==> config.mk <==
export PLATFORM = sky130hd
export DESIGN_NAME = div100_seq
export DESIGN_NICKNAME = d
export VERILOG_FILES = /design/src/rtl/div100_seq_pkg.sv /design/src/rtl/div100_seq.sv
export SDC_FILE = /design/constraint.sdc
export NUM_CORES = 1
export LEC_CHECK = 0
export ABC_CLOCK_PERIOD_IN_PS = 2270
export CAP_MARGIN = 30
export CORE_ASPECT_RATIO = 1.75
export CORE_MARGIN = 2
export CORE_UTILIZATION = 50
export DETAILED_ROUTE_END_ITERATION = 8
export PLACE_DENSITY_LB_ADDON = 0.1
export RECOVER_POWER = 25
export SLEW_MARGIN = 20
export SYNTH_ARGS = -nofsm -noshare
export SYNTH_HDL_FRONTEND = slang
export SYNTH_SLANG_ARGS = --single-unit
export TNS_END_PERCENT = 1
==> constraint.sdc <==
create_clock -name clk -period 2.27 [get_ports clk]
set_clock_uncertainty 0.05 [all_clocks]
set_input_delay 0.454 -clock clk [delete_from_list [all_inputs] [get_ports clk]]
set_output_delay 0.454 -clock clk [all_outputs]
set_load 0.03 [all_outputs]
==> src/rtl/div100_seq_pkg.sv <==
// Shared constants and state encoding for the x100 scaler and the sequential divider.
// Both blocks import these defaults so that their widths and divisor always match.
package div100_seq_pkg;

   localparam int DIV_IN_W    = 10;
   localparam int DIV_DIVISOR = 100;
   localparam int DIV_Q_W     = 4;
   localparam int DIV_R_W     = 7;

   typedef enum logic {
      IDLE = 1'b0,
      RUN  = 1'b1
   } div_state_e;

endpackage

==> src/rtl/div100_seq.sv <==
// Sequential divide-by-DIVISOR using repeated subtraction, with a start/done handshake.
// Splits a scaled binary value into a saturating quotient and a sub-divisor remainder.
module div100_seq
   import div100_seq_pkg::*;
#(
   parameter int IN_W    = DIV_IN_W,
   parameter int DIVISOR = DIV_DIVISOR,
   parameter int Q_W     = DIV_Q_W,
   parameter int R_W     = DIV_R_W
) (
   input  logic            clk,
   input  logic            reset,
   input  logic            Start_In,
   input  logic [IN_W-1:0] Value_In,
   output logic            Busy_Out,
   output logic            Done_Out,
   output logic [Q_W-1:0]  Quotient_Out,
   output logic [R_W-1:0]  Remainder_Out,
   output logic            Overflow_Out
);

   localparam logic [IN_W-1:0] DIV_V = IN_W'(DIVISOR);
   localparam logic [Q_W-1:0]  Q_MAX = '1;

   generate
      if ((DIVISOR < 1) || (DIVISOR >= (2 ** IN_W)) || ((2 ** R_W) < DIVISOR)) begin : g_bad_params
         $error("div100_seq: DIVISOR must be >= 1, below 2**IN_W and at most 2**R_W");
      end
   endgenerate

   div_state_e      state_q, state_d;
   logic [IN_W-1:0] acc_q, acc_d;
   logic [Q_W-1:0]  q_q, q_d;
   logic [Q_W-1:0]  quot_q, quot_d;
   logic [R_W-1:0]  rem_q, rem_d;
   logic            ovf_q, ovf_d;
   logic            done_q, done_d;

   always_ff @(posedge clk or posedge reset) begin
      if (reset) begin
         state_q <= IDLE;
         acc_q   <= '0;
         q_q     <= '0;
         quot_q  <= '0;
         rem_q   <= '0;
         ovf_q   <= 1'b0;
         done_q  <= 1'b0;
      end else begin
         state_q <= state_d;
         acc_q   <= acc_d;
         q_q     <= q_d;
         quot_q  <= quot_d;
         rem_q   <= rem_d;
         ovf_q   <= ovf_d;
         done_q  <= done_d;
      end
   end

   // Subtraction only happens when acc >= DIVISOR, so acc can never wrap below zero.
   always_comb begin
      state_d = state_q;
      acc_d   = acc_q;
      q_d     = q_q;
      quot_d  = quot_q;
      rem_d   = rem_q;
      ovf_d   = ovf_q;
      done_d  = 1'b0;
      unique case (state_q)
         IDLE: begin
            if (Start_In) begin
               acc_d   = Value_In;
               q_d     = '0;
               state_d = RUN;
            end
         end
         RUN: begin
            if (acc_q < DIV_V) begin
               quot_d  = q_q;
               rem_d   = R_W'(acc_q);
               ovf_d   = 1'b0;
               done_d  = 1'b1;
               state_d = IDLE;
            end else if (q_q == Q_MAX) begin
               quot_d  = '1;
               rem_d   = '1;
               ovf_d   = 1'b1;
               done_d  = 1'b1;
               state_d = IDLE;
            end else begin
               acc_d = acc_q - DIV_V;
               q_d   = q_q + Q_W'(1);
            end
         end
         default: state_d = IDLE;
      endcase
   end

   assign Busy_Out      = (state_q == RUN);
   assign Done_Out      = done_q;
   assign Quotient_Out  = quot_q;
   assign Remainder_Out = rem_q;
   assign Overflow_Out  = ovf_q;

endmodule

Yosys cells after proc, flatten, opt, wreduce, memory -nomap -nowiden
Cells that the tools add are included.
{"block": "word_totals", "reg_bits": 28, "latch_bits": 0, "ram_bits": 0, "rom_bits": 0, "inputBits": 13, "out_inout_bits": 14, "n_memories": 0}
{"block": "classes", "n_addsub": 2, "mul": 0, "n_div": 0, "order_cmp": 1, "n_eq_ne": 4, "shifts": 0, "n_mux": 21, "n_bitwise": 1, "reduce_logical": 3}
{"cell": "$mux W10", "n": 3}
{"cell": "$mux W4", "n": 5}
{"cell": "$pmux W10 S2", "n": 1}
{"cell": "$mux W7", "n": 2}
{"cell": "$lt A10 B7 Y1 const B", "n": 1}
{"cell": "$sub A10 B7 Y10 const B", "n": 1}
{"cell": "$mux W1", "n": 8}
{"cell": "$pmux W4 S2", "n": 1}
{"cell": "$ne A2 B2 Y1 const B", "n": 3}
{"cell": "$add A4 B1 Y4 const B", "n": 1}
{"cell": "$eq A4 B4 Y1 const B", "n": 1}
{"cell": "$reduce_and A3 Y1", "n": 1}
{"cell": "$pmux W1 S2", "n": 1}
{"cell": "$reduce_and A2 Y1", "n": 1}
{"cell": "$reduce_bool A2 Y1", "n": 1}
{"cell": "$not A1 Y1", "n": 1}

Longest topological paths before layout
Gate-level depths: netlist of run 1.
{"block": "depth", "ltp_word": 4, "mapped_depth": 9, "ltp_nobuf": 8}

Worst setup path before layout of run 1
OpenSTA, ideal clock, no wires.
{"block": "synth_timing", "kind": "register to register", "startpoint": "reg acc_q[2]", "endpoint": "reg acc_q[9]", "setup_time_ps": 123, "arrival_ps": 1534, "slack_ps": 563, "stages_incl_launch_ff": 10, "n_path_buf": 1, "path_cell_list": "dfrtp_1 > inv_1 > ha_1 > nor2b_2 > o21ai_4 > a31oi_4 > inv_4 > buf_6 > a21oi_2 > a21oi_1"}
{"block": "synth_between", "elab_chain_len": 4, "elab_cells_between_ends": 7, "cone_classes": "add/sub: 1; order compare: 1; eq/ne: 1; mux: 3; reduce/logical: 1"}
{"element": "from (decl)", "line_no": "div100_seq.sv:32", "rtl": "logic [IN_W-1:0] acc_q, acc_d;"}
{"element": "from (signal assigned)", "line_no": "div100_seq.sv:42", "rtl": "acc_q <= '0;"}
{"element": "from (signal assigned)", "line_no": "div100_seq.sv:50", "rtl": "acc_q <= acc_d;"}
{"element": "$sub A10 B7 Y10", "line_no": "div100_seq.sv:90", "rtl": "acc_d = acc_q - DIV_V;"}
{"element": "$mux W10", "line_no": "div100_seq.sv:83", "rtl": "end else if (q_q == Q_MAX) begin"}
{"element": "$mux W10", "line_no": "div100_seq.sv:77", "rtl": "if (acc_q < DIV_V) begin"}
{"element": "$pmux W10 S2", "line_no": "div100_seq.sv:68", "rtl": "unique case (state_q)"}
Parallel ways exist; a longest one is shown, timed or not. The select of a mux whose other input is x is not followed.
A chain may end at the register's enable or synchronous reset.

Worst setup path in the final report of run 1
{"block": "layout_timing", "startpoint": "reg acc_q[3]", "endpoint": "reg acc_q[2]"}
{"block": "layout_between", "elab_chain_len": 3}
{"element": "$lt A10 B7 Y1", "line_no": "div100_seq.sv:77"}
{"element": "$ne A2 B2 Y1 (no source line)"}
{"element": "$reduce_and A3 Y1 (no source line)"}
Every way passes these cells.

==> results of run 1 <==
power breakdown:
part,total [mW],internal (mW),switching (mW)
sequential,0.965,0.741,0.224
combinational,1.37,0.622,0.745
clock,0.257,0.119,0.139
total,2.59,1.48,1.11
flip-flops by register name, indices dropped and copies added, names as in the netlist:
signal         flops
acc_q             10
Remainder_Out      7
Quotient_Out       4
q_q                4
Busy_Out           1
Done_Out           1
Overflow_Out       1
layout by cell type, fill, tap and decap left out, types with 2 or more instances in the layout:
cell type and instances:
or3_1 2, a21oi_1 14, nor2_1 6, nand3_1 2, nor2b_1 3, ha_1 2, o21ai_0 6, dfrtp_1 28
clkbuf_8 3, nand2_1 21, buf_4 3, o22a_1 9, inv_1 3, o22ai_1 3, nand2b_1 3, clkdlybuf4s50_1 25
metrics by stage:
stage,total power [mW],instances,hold slack [ns]
global route,2.815,185,0.4625
floorplan,1.955,131,0.3966
detailed placement,2.364,182,0.4274
global placement,2.311,182,0.4155
finish,2.589,185,0.4477
CTS,2.624,185,0.4488
routing by layer:
layer  vias to the layer above  track usage (%)  share of wire, %  wire length (microns)
li1                        522                -                 -                      -
met1                       508            23.79                40                   1076
met2                        22            36.27                56                   1508
met3                         2            2.457               3.3                     90
met4                         0            5.724              0.85                     23
met5                         -                0                 0                      0
cell usage after synthesis, drive strengths merged, types with 2 or more instances:
| master | count |
|---|---|
| nor3 | 2 |
| inv | 4 |
| nand3 | 2 |
| buf | 5 |
| o21ai | 8 |
| nand2b | 3 |
| o22ai | 3 |
| o22a | 9 |
| nor2b | 4 |
| or3 | 2 |
| a21oi | 15 |
| ha | 2 |
| nor2 | 6 |
| dfrtp | 28 |
| nand2 | 22 |
| a31oi | 2 |
worst reg2reg max path, cell delays in order, from the launching register on:
cell	delay, ns
dfrtp_1	0.43
inv_1	0.09
ha_1	0.23
nor2b_2	0.20
o21ai_4	0.27
a31oi_4	0.15
inv_4	0.17
o21ai_0	0.11
o21ai_0	0.15
worst paths after layout:
kind | start | endpoint | depth (start not counted)
max | acc_q[3] | acc_q[2] | 8
min | acc_q[0] | acc_q[0] | 2
max reg2reg | acc_q[3] | acc_q[2] | 8
min reg2reg | acc_q[0] | acc_q[0] | 2
max in group asynchronous | reset | Remainder_Out[1] | 3
min in group asynchronous | reset | acc_q[7] | 3
kinds of logic after synthesis:
| family | after synthesis | synth area share, % |
|---|---|---|
| AOI/OAI and AO/OA | 46 | 25.73 |
| and+or+nand+nor | 43 | 15.55 |
| DFF | 28 | 50.91 |
| buffers and inverters | 10 | 4.636 |
| adders and majority gates | 2 | 1.818 |
| xor gates and xnor gates | 1 | 0.6365 |
| muxes | 1 | 0.7273 |
layout make-up:
cell class,count,area (sq um)
fillers,232,965.9
well taps,27,33.78
multi-input cells,93,611.8
flip-flops and latches,28,700.7
inverters,4,17.52
clock buffers,3,41.29
repair buffers,30,287.8
==> results.sh, run 1 <==
export IMPL_outcome="finished, final reports clean"
export IMPL_fin_util_pct=63.67
export IMPL_path_clk_slew_ns=0.09
export IMPL_final_cell_area_sq_um=1693
export IMPL_gp_congestion=0.7863
export IMPL_grt_overflow=0
export IMPL_grt_pass1_vias=1064
export IMPL_cap_viol_max_count=0
export IMPL_avgSynthCellArea_sq_um=10.51
export IMPL_critPathTopFamily="compound AO/OA/AOI/OAI gates"
export IMPL_period_needed_ns=1.918
export IMPL_peakVddDrop_mv=0.7380
export IMPL_post_cts_setup_buffers=0
export IMPL_dr_pass1_iters=4
export IMPL_fmax_mhz=521.3
export IMPL_hold_path_class="register to register"
export IMPL_final_nets=175
export IMPL_ys_seq_area_share_pct=50.91
export IMPL_portBuffers=26
export IMPL_postCtsHoldBufs=0
export IMPL_die_w_microns=43.66
export IMPL_synth_cell_types=40
export IMPL_vias=1054
export IMPL_leakagePower_nw=0.7213
export IMPL_r2r_slack_ns=0.35
export IMPL_pin_count=27
export IMPL_ys_flop_type="dfrtp_1"
export IMPL_final_layout_size_suffix_gt1_share_pct=10.76
export IMPL_wl_per_cell_microns=14.58
export IMPL_synth_top_area_share_pct=50.91
export IMPL_pre_cts_ws_ns=0.2955
export IMPL_cts_tree="built"
export IMPL_ys_warnings_count=0
export IMPL_core_sq_um=2659
export IMPL_crit_chain="inv_1 > ha_1 > nor2b_2 > o21ai_4 > a31oi_4 > inv_4 > o21ai_0 > o21ai_0"
export IMPL_clock_path_buffers=2
export IMPL_drt_iter0_markers=45
export IMPL_cp_data_required_time_ns=2.41
export IMPL_h_tree_depth=1
export IMPL_critPathMaxStageDelay_ns=0.43
export IMPL_synth_area_sq_um=1376
export IMPL_critPathCaptureType="register"
export IMPL_worstSkewPairLatency_ns=0.26
export IMPL_chipHeight_microns=73.41
export IMPL_cpMaxStageDelayCell="dfrtp_1"
export IMPL_async_reset_ff_share_pct=100.0
export IMPL_setup_violations=0
export IMPL_diodes=0
export IMPL_antenna_found_initial=0
export IMPL_grt_max_degree=32
export IMPL_root_buffer="clkbuf_8"
export IMPL_hold_viol=0
export IMPL_cp_max_fo=16
export IMPL_synth_edf_count=0
export IMPL_cpMostUsedCell="o21ai_0"
export IMPL_min_period_over_period_pct=84.51
export IMPL_route_detailed_drc=0
export IMPL_rsz0062_at_grt="no"
export IMPL_slew_headroom_pct=55.48
export IMPL_numClockSinks=28
export IMPL_power_density_nw_per_um2=1529
export IMPL_slew_violations=0
export IMPL_drt_wl_total_microns=2698
export IMPL_yosys_top_cells_area="dfrtp_1, nand2_1, o22a_1"
export IMPL_row_count=25
export IMPL_area_delta_synth_final_pct=23.00
export IMPL_crit_type="register to register"
export IMPL_yosys_area_top_type="dfrtp_1"
export IMPL_fin_ws_ns=0.3517
export IMPL_fp_dieArea_sq_um=3205
export IMPL_synthCells=131
export IMPL_start_util_pct=51.76
export IMPL_ys_seq_elements=28
export IMPL_ctsResizeCount=0
export IMPL_tns_ns=0
export IMPL_cts_made_buffers=3
export IMPL_hpwlAfterDp_microns=2059
export IMPL_synth_nets=146
export IMPL_grt_pass1_wl_microns=4864
export IMPL_worst_pin_slew_ns=0.6679
export IMPL_vias_per_cell=5.697
export IMPL_place_area_sq_um=1654
export IMPL_cp_start_kind="register"
export IMPL_grt_util_all_layers_pct=19.92
export IMPL_ant_nets=0
export IMPL_path_buf_inv=2
export IMPL_critical_path_arrival_ns=2.06
(Power assumes the default switching activity.)
==> run 2: changes to the inputs <==
--- a/config.mk
+++ b/config.mk
@@ -5,7 +5,7 @@
 export SDC_FILE = /design/constraint.sdc
 export NUM_CORES = 1
 export LEC_CHECK = 0
-export ABC_CLOCK_PERIOD_IN_PS = 2270
+export ABC_CLOCK_PERIOD_IN_PS = 1900
 export CAP_MARGIN = 30
 export CORE_ASPECT_RATIO = 1.75
 export CORE_MARGIN = 2
==> constraint.sdc (replaced) <==
create_clock -name clk -period 1.9 [get_ports clk]
set_clock_uncertainty 0.05 [all_clocks]
set_input_delay 0.38 -clock clk [delete_from_list [all_inputs] [get_ports clk]]
set_output_delay 0.38 -clock clk [all_outputs]
set_load 0.03 [all_outputs]
==> results.sh, run 2 (synthesis gave the netlist of run 1 again) <==
export IMPL_path_buf_inv=1
export IMPL_power_mw=3.243
export IMPL_peakVddDrop_mv=1.041
export IMPL_seqPwrFrac_pct=36.3
export IMPL_critical_path_arrival_ns=1.31
export IMPL_start_util_pct=51.76
export IMPL_grt_overflow=0
export IMPL_hold_viol=0
export IMPL_grt_pass1_wl_microns=4857
export IMPL_period_needed_ns=1.743
export IMPL_internal_power_mw=1.876
export IMPL_setup_violations=0
export IMPL_h_tree_depth=1
export IMPL_cp_max_fo=2
export IMPL_leakagePower_nw=0.7616
export IMPL_postCtsHoldBufs=0
export IMPL_drt_wl_total_microns=2782
export IMPL_cts_tree="built"
export IMPL_route_detailed_drc=0
export IMPL_final_layout_size_suffix_gt1_share_pct=15.15
export IMPL_comb_power_share_pct=52.5
export IMPL_largest_reg_flops=10
export IMPL_numClockSinks=28
export IMPL_cp_data_required_time_ns=1.47
export IMPL_path_clk_slew_ns=0.09
export IMPL_clock_path_buffers=2
export IMPL_cts_made_buffers=3
export IMPL_cpMaxStageDelayCell="clkdlybuf4s50_1"
export IMPL_dr_pass1_iters=4
export IMPL_drt_iter0_markers=16
export IMPL_die_w_microns=43.66
export IMPL_critPathTopFamily="buffers and inverters"
export IMPL_root_buffer="clkbuf_8"
export IMPL_min_period_over_period_pct=91.74
export IMPL_pin_count=27
export IMPL_multi_input_area_sq_um=611.8
export IMPL_core_sq_um=2659
export IMPL_final_nets=181
export IMPL_clkPwrFrac_pct=11.2
export IMPL_power_switching_mw=1.367
export IMPL_mostFrequentLayoutCells="dfrtp_1, clkdlybuf4s50_1, nand2_1"
export IMPL_critPathMaxStageDelay_ns=0.67
export IMPL_pre_cts_ws_ns=0.1117
export IMPL_crit_type="register to primary output"
export IMPL_vias=1105
export IMPL_grt_util_all_layers_pct=20.01
export IMPL_cap_viol_max_count=0
export IMPL_worstSkewPairLatency_ns=0.28
export IMPL_critPathCaptureType="primary output"
export IMPL_tns_ns=0
export IMPL_antenna_found_initial=0
export IMPL_slew_headroom_pct=54.24
export IMPL_area_delta_synth_final_pct=28.18
export IMPL_slew_violations=0
export IMPL_worst_pin_slew_ns=0.6864
export IMPL_portBuffers=26
export IMPL_grt_max_degree=29
export IMPL_ant_nets=0
export IMPL_cp_start_kind="register"
export IMPL_hpwlAfterDp_microns=2135
export IMPL_fillers=209
export IMPL_power_density_nw_per_um2=1838
export IMPL_vias_per_cell=5.755
export IMPL_final_common_cell="dfrtp_1"
export IMPL_swShare_pct=42.15
export IMPL_rsz0062_at_grt="no"
export IMPL_grt_pass1_vias=1108
export IMPL_fin_ws_ns=0.1570
export IMPL_largest_register="acc_q"
export IMPL_outcome="finished, final reports clean"
export IMPL_crit_chain="clkdlybuf4s50_1"
export IMPL_gp_congestion=0.8023
export IMPL_fp_dieArea_sq_um=3205
export IMPL_chipHeight_microns=73.41
export IMPL_hold_path_class="register to register"
export IMPL_fmax_mhz=573.7
export IMPL_diodes=0
export IMPL_row_count=25
export IMPL_wl_per_cell_microns=14.49
export IMPL_seq_area_sq_um=700.7
==> run 2: cell types whose count changed in the layout (fill, tap and decap cells not counted) <==
cell,delta
inv_6,+1
buf_4,+6
clkdlybuf4s50_1,-1
clkbuf_8,+1
buf_12,+1
inv_4,-1
==> run 2: through the flow <==
stage          utilization, %  hold slack [ns]  cells  instance area [sq um]
2_1_floorplan               -           0.3954    131                   1376
3_3_place_gp            64.00           0.4087    187                   1702
3_5_place_dp            64.00           0.4225    187                   1702
4_1_cts                 66.07           0.4186    191                   1757
5_1_grt                 66.35           0.4603    192                   1764
6_report                66.35           0.4457    192                   1764
==> run 2: per-layer routing <==
metal  track usage (%)  part of all wire [%]
met4             9.091                   1.4
met2             36.76                    58
met1             21.66                    38
met5                 0                     0
met3             2.948                   2.7
==> run 2: power by group through the flow <==
stage / logic, mW / clock network [mW] / registers, mW
2_1_floorplan: 0.959 / 0 / 1.38
6_report: 1.70 / 0.364 / 1.18
3_5_place_dp: 1.71 / 0 / 1.19
3_3_place_gp: 1.65 / 0 / 1.17
4_1_cts: 1.71 / 0.379 / 1.18
5_1_grt: 1.88 / 0.398 / 1.23
==> run 2: timing repair <==
item	4_1_cts	5_1_grt
buffers inserted	0	1
setup endpoints to repair	0	1
gates resized for setup	0	1
==> run 2: worst paths after layout <==
check	startpoint	end	slack, ns	depth (start not counted)
max	Quotient_Out[0]	Quotient_Out[0]	0.16	1
min	acc_q[0]	acc_q[0]	0.45	2
max reg2reg	acc_q[3]	Remainder_Out[5]	0.18	9
min reg2reg	acc_q[0]	acc_q[0]	0.45	2
max in group asynchronous	reset	acc_q[8]	0.69	3
min in group asynchronous	reset	Done_Out	0.67	3
==> run 2: cell type report <==
class                           count  share of cell area, %
Tap cell                           27                  1.915
Timing Repair Buffer               36                  19.43
Inverter                            4                  1.135
Clock buffer                        4                  3.121
Multi-Input combinational cell     93                  34.68
Sequential cell                    28                  39.72
